===== src/rtl/reg_file_wb.sv =====
// 32 x 64-bit register file with write-back decode, hardwired XZR and a
// per-register busy scoreboard. Define REGFILE_BYPASS_EN for write-through reads.
module reg_file_wb_cell #(
  parameter int DATA_W = 64
) (
  input  logic              clk,
  input  logic              reset_n,
  input  logic              we,
  input  logic [DATA_W-1:0] wdata,
  input  logic              set_busy,
  input  logic              clr_busy,
  output logic [DATA_W-1:0] q,
  output logic              busy
);
  always_ff @(posedge clk or negedge reset_n) begin
    if (!reset_n) q <= '0;
    else if (we)  q <= wdata;
  end

  // Set beats clear: a new long-latency op re-targets the register being written.
  always_ff @(posedge clk or negedge reset_n) begin
    if (!reset_n)      busy <= 1'b0;
    else if (set_busy) busy <= 1'b1;
    else if (clr_busy) busy <= 1'b0;
  end
endmodule

module reg_file_wb #(
  parameter int DATA_W   = 64,
  parameter int NREGS    = 32,
  parameter int ZERO_REG = 31
) (
  input  logic              clk,
  input  logic              reset_n,
  input  logic              RegWrite,
  input  logic [4:0]        WriteRegister,
  input  logic [DATA_W-1:0] WriteData,
  input  logic [4:0]        ReadRegister1,
  input  logic [4:0]        ReadRegister2,
  output logic [DATA_W-1:0] ReadData1,
  output logic [DATA_W-1:0] ReadData2,
  input  logic              MarkBusy,
  input  logic [4:0]        BusyRegister,
  output logic              Busy1,
  output logic              Busy2,
  output logic              AnyBusy
);
  logic [NREGS-1:0][DATA_W-1:0] regs;
  logic [NREGS-1:0]             busy;
  logic [NREGS-1:0]             we;
  logic [NREGS-1:0]             mark;

  genvar i;
  generate
    for (i = 0; i < NREGS; i++) begin : g_reg
      assign we[i]   = RegWrite && (WriteRegister == 5'(i));
      assign mark[i] = MarkBusy && (BusyRegister == 5'(i));
      if (i == ZERO_REG) begin : g_zero
        assign regs[i] = '0;
        assign busy[i] = 1'b0;
      end else begin : g_cell
        reg_file_wb_cell #(.DATA_W(DATA_W)) u_cell (
          .clk      (clk),
          .reset_n  (reset_n),
          .we       (we[i]),
          .wdata    (WriteData),
          .set_busy (mark[i]),
          .clr_busy (we[i]),
          .q        (regs[i]),
          .busy     (busy[i])
        );
      end
    end
  endgenerate

  assign AnyBusy = |busy;

`ifdef REGFILE_BYPASS_EN
  logic fwd1, fwd2;
  assign fwd1 = RegWrite && (WriteRegister == ReadRegister1) &&
                (WriteRegister != 5'(ZERO_REG));
  assign fwd2 = RegWrite && (WriteRegister == ReadRegister2) &&
                (WriteRegister != 5'(ZERO_REG));
  assign ReadData1 = fwd1 ? WriteData : regs[ReadRegister1];
  assign ReadData2 = fwd2 ? WriteData : regs[ReadRegister2];
  assign Busy1     = busy[ReadRegister1] && !fwd1;
  assign Busy2     = busy[ReadRegister2] && !fwd2;
`else
  assign ReadData1 = regs[ReadRegister1];
  assign ReadData2 = regs[ReadRegister2];
  assign Busy1     = busy[ReadRegister1];
  assign Busy2     = busy[ReadRegister2];
`endif
endmodule


===== config.mk =====
export PLATFORM = sky130hd
export DESIGN_NAME = reg_file_wb
export DESIGN_NICKNAME = d
export VERILOG_FILES = /design/src/rtl/reg_file_wb.sv
export SDC_FILE = /design/constraint.sdc
export NUM_CORES = 2
export LEC_CHECK = 0
export ABC_CLOCK_PERIOD_IN_PS = 3270
export BUFFER_PORTS_ARGS = -buffer_cell sky130_fd_sc_hd__buf_2
export CAP_MARGIN = 20
export CORE_MARGIN = 5
export CORE_UTILIZATION = 55
export CTS_BUF_LIST = sky130_fd_sc_hd__clkbuf_8
export DETAILED_ROUTE_END_ITERATION = 7
export PLACE_DENSITY = 0.71
export SETUP_SLACK_MARGIN = 0.4
export SLEW_MARGIN = 20
export SYNTH_ARGS = -nofsm -noshare
export SYNTH_HDL_FRONTEND = slang
export SYNTH_SLANG_ARGS = --single-unit

===== constraint.sdc =====
create_clock -name clk -period 3.27 [get_ports clk]
set_clock_uncertainty 0.05 [all_clocks]
set_input_delay 0.654 -clock clk [delete_from_list [all_inputs] [get_ports clk]]
set_output_delay 0.654 -clock clk [all_outputs]
set_load 0.01 [all_outputs]

# Yosys cells after proc, flatten, opt, wreduce, memory -nomap -nowiden
# Cells that the tools add are included.
word_totals:
  register_bits: 2015
  inputBits: 88
  elab_cells: 290
op_classes:
  order_cmp: 2
  n_eq_ne: 60
  muxes: 70
  reduce_logical: 96
ops:
  columns: ["op", "count"]
  rows:
  - ["$bmux W64 S5", 2]
  - ["$eq A5 B5 Y1 const B", 30]
  - ["$mux W64", 2]
  - ["$eq A5 B4 Y1 const B", 16]
  - ["$mux W1", 64]
  - ["$logic_and A1 B1 Y1", 62]
  - ["$reduce_bool A2 Y1", 31]
  - ["$eq A5 B3 Y1 const B", 8]
  - ["$reduce_or A31 Y1", 1]
  - ["$eq A5 B2 Y1 const B", 4]
  - ["$lt A5 B6 Y1 const B", 2]
  - ["$bmux W1 S5", 2]
  - ["$eq A5 B1 Y1 const B", 2]
  - ["$logic_not A5 Y1", 2]

# Depth between registers and ports, before layout
logic_depth:
  word_depth: 4
  ltp_mapped: 9

# Modules after synthesis
# Synthesis repeated with hierarchy kept, for this count alone.
unflattened:
  hier_cells: 7497
  area_unflattened_um2: 117736.7
by_module_without_submodules:
  columns: ["module", "instances", "cells_each", "area_each_um2", "seq_area_each_um2"]
  rows:
  - ["reg_file_wb_cell", 31, 138, 2715.1, 1626.6]
  - ["reg_file_wb", 1, 3219, 33568.4, 0.0]

# Worst setup path before layout
# Ideal clock, no wire load.
synth_timing:
  path_kind: "input to output"
  start: "in ReadRegister2[2]"
  end: "out ReadData2[57]"
  arrival_ns: 2.122
  slack_ns: 0.444
  path_stages: 7
  path_buffers: 4
  cell_sequence: "buf_4 buf_4 buf_4 buf_1 mux4_2 a22oi_1 nand4_1"
synth_between:
  elab_chain_len: 2
synth_rtl:
  columns: ["element", "line", "rtl"]
  rows:
  - ["from (decl)", "39", "input logic [4:0] ReadRegister2,"]
  - ["$bmux W64 S5", "90", "assign ReadData2 = regs[ReadRegister2];"]
  - ["$mux W64 (not written as such)", "90", null]
  - ["to (decl)", "41", "output logic [DATA_W-1:0] ReadData2,"]
# Every way passes these cells. The select of a mux whose other input is x is not followed.

# Final worst setup path
layout_timing:
  start: "reg g_reg[26].g_cell.u_cell.q[14]"
  end: "out ReadData2[14]"
layout_between:
  elab_chain_len: 2
layout_rtl:
  columns: ["element", "line", "rtl"]
  rows:
  - ["from (decl)", "12", "output logic [DATA_W-1:0] q,"]
  - ["from (signal assigned)", "17", "else if (we) q <= wdata;"]
  - ["$bmux W64 S5", "90", null]
  - ["$mux W64 (not written as such)", "90", null]
# Every way passes these cells. The select of a mux whose other input is x is not followed.

==> results.py <==
metrics = {
    "die": {
        "dieArea_sq_um": 204800,
        "core_area_sq_um": 194800,
        "dieHeight_um": 452.6,
        "num_rows": 162,
        "initial_core_util": 0.5530,
        "io_pins": 219,
        "die_x_um": 452.6,
    },
    "critical_path": {
        "crit_type": "reg2out",
        "reg2reg_slack_ns": 1.92,
        "arrival_ns": 2.72,
        "rr_worst_depth": 3,
        "timing.rr.end": "g_reg[27].g_cell.u_cell.busy$_DFFE_PN0P_",
        "cp.required_ns": 2.57,
        "r2r-start": "g_reg[27].g_cell.u_cell.busy$_DFFE_PN0P_",
        "cp_max_fo": 2,
        "startpoint_type": "register",
        "end_kind": "primary output",
    },
    "global_route": {
        "grtUsageMet2": 0.5561,
        "grt_max_degree": 149,
        "met3_usage": 0.07801,
        "top_usage_layer": "met2",
        "grt_pass1_wl_mm": 542.6,
        "grt_overflow": 0,
        "met1_usage": 0.4621,
        "grt_pass1_vias": 79666,
        "antenna_found_initial": 26,
        "track_usage": 0.3583,
    },
    "place": {
        "portBuffers": 218,
        "post-place-ws_ns": -0.1546,
        "hpwl_mm": 222.5,
        "gp_congestion": 0.8851,
    },
    "synthesis": {
        "synthTopCellsByArea": "dfrtp_1, mux2_2, mux4_2, mux2i_1, mux2_1",
        "post-synth-top-count-cell": "mux2_2",
        "avgSynthCellArea_sq_um": 14.28,
        "netlist_top_cells_count": "mux2_2, dfrtp_1, mux4_2",
        "yosys_warnings": 0,
        "synth_cell_types": 51,
        "ys_ff_latch": 2015,
        "synth_edf_count": 0,
        "yosysTopAreaCell": "dfrtp_1",
        "async_reset_ff_frac": 1.000,
        "netlist_instances": 7542,
        "ys_seq_area_frac": 0.4681,
        "syn-num-nets": 7630,
        "syn_area_sq_um": 107700,
        "synth_top_cell_area_share": 0.4681,
        "synth_ff_type": "dfrtp_1",
    },
    "cts": {
        "clock_sinks": 2015,
        "cts_buffer_depth": 4,
        "clkTransAtPathRegs_ns": 0.06,
        "cts_tree": "built",
        "clock_latency_ns": 1.08,
        "cts_buffers": 358,
        "h-tree-depth": 5,
        "root_buffer": "clkbuf_8",
    },
    "sta": {
        "period_share": 1.048,
        "setup_slack_ns": -0.1570,
        "hold_viol": 0,
        "max-slew-margin-rel": 0.3224,
        "setup_viol": 46,
        "grt_setup_unrepaired": "yes",
        "fin_crit_ns": 3.427,
        "slew_violations": 0,
        "worstMarginPinSlew_ns": 1.016,
        "fmax_mhz": 291.8,
    },
    "run_status": {
        "status": "finished with violations",
        "violations": "negative setup slack",
    },
    "power_and_ir_drop": {
        "p_leak_nw": 55.46,
        "ir_drop_uv": 523.5,
        "fin_total_pwr_mw": 74.80,
        "powerDensity_nw_per_um2": 587.4,
    },
    "routing": {
        "ant_nets": 0,
        "drt-wirelength-per-cell_um": 34.12,
        "remaining_drc_errors": 0,
        "firstDrtPassIters": 5,
        "viasPerCell": 7.025,
        "first_iter_violations": 8227,
        "via_count": 76441,
        "routed_wl_mm": 371.3,
    },
    "hold_path": {
        "hold_path_end": "g_reg[11].g_cell.u_cell.busy$_DFFE_PN0P_",
        "hold_depth": 4,
        "min_path_type": "in2reg",
        "hold_path_startpoint": "RegWrite",
    },
    "cells_and_area": {
        "drive_gt1_frac": 0.5678,
        "final_nets": 8074,
        "area_growth_pct": 18.21,
    },
    "flow_run": {
        "drv_cap": 0,
    },
}
state kept, by name, summed over array words and instances, names as in the netlist:
name and flops:
g.g_cell.u_cell.q 1984, g.g_cell.u_cell.busy 31
how the worst max path moves through the flow:
stage                                                         start             to  slack (ns)
final                     g_reg[26].g_cell.u_cell.q[14]$_DFFE_PN0P_  ReadData2[14]       -0.16
after global routing      g_reg[27].g_cell.u_cell.q[16]$_DFFE_PN0P_  ReadData2[16]       -0.24
after CTS                 g_reg[27].g_cell.u_cell.q[14]$_DFFE_PN0P_  ReadData2[14]       -0.23
after detailed placement                           ReadRegister2[0]  ReadData2[24]       -0.15
after global placement                             ReadRegister2[0]  ReadData2[24]       -0.14
after floorplan                                    ReadRegister2[2]  ReadData2[57]        0.44
stage by stage:
stage / instances / cell area [sq um] / TNS, ns / hold WS (ns) / utilization
detailed placement: 10119 / 116100 / -1.327 / 0.4420 / 0.5960
finish: 10881 / 127300 / -3.111 / 0.07522 / 0.6538
floorplan: 7542 / 107700 / 0 / 0.3084 / -
global route: 10877 / 127300 / -7.956 / 0.08128 / 0.6537
CTS: 10809 / 125800 / -8.493 / 0.008489 / 0.6461
global placement: 10119 / 116100 / -1.331 / 0.4305 / 0.5960
final cells by class:
class | count | area (sq um)
diodes | 17 | 42.54
fillers | 13737 | 67440
clock buffers | 462 | 6359
inverters | 11 | 48.80
repair buffers | 930 | 10700
clock inverters | 152 | 960.9
well taps | 2624 | 3283
multi-input cells | 4670 | 55530
flip-flops and latches | 2015 | 50420
per-layer routing:
metal / vias to the layer above / wire, um
met5: - / 50
met1: 40325 / 136100
li1: 30141 / -
met2: 4606 / 172200
met3: 1361 / 36000
met4: 8 / 26970
power by group:
| group | switching [mW] | internal (mW) | total, mW |
|---|---|---|---|
| sequential | 3.73 | 29.9 | 33.6 |
| clock | 10.9 | 13.5 | 24.4 |
| combinational | 6.93 | 9.89 | 16.8 |
layout by cell type (no fill, tap or decap), drive strengths merged, types with 67 or more instances in the layout:
master,Yosys,layout
mux2,2241,2241
dfrtp,2015,2015
buf,419,910
mux4,715,715
clkbuf,427,469
mux2i,198,198
o22ai,198,198
nand2,149,149
a211oi,130,130
a22oi,122,122
inv,11,103
o21ai,93,93
nor2,87,87
nor2b,75,75
a22o,72,72
a21oi,72,72
a221oi,68,68
nand4,67,67
cells by family (layout without fill, tap and decap cells):
kind of cell / Yosys count / in the layout / synth area share
mux: 3154 / 3154 / 0.4021
flops: 2015 / 2015 / 0.4681
compound gates: 959 / 959 / 0.06321
buf+inv: 857 / 1555 / 0.03755
simple gates: 557 / 557 / 0.02905
other cells: 0 / 17 / 0
worst max-delay path, cell delays in order, from the launching register on:
cell and delay [ns]:
dfrtp_1 0.40, mux4_2 0.48, o2111ai_2 0.20, nand4_1 0.22
buf_6 0.21, buf_6 0.13
timing repair:
action                                  CTS  global route
hold buffers                             12             0
gates cloned                              1             7
hold endpoints to repair                946             0
endpoints found under the setup margin  131           131
setup buffers                            63            48
pin swaps                               171           125
gates resized for setup                 350           176
(Power assumes the default switching activity.)
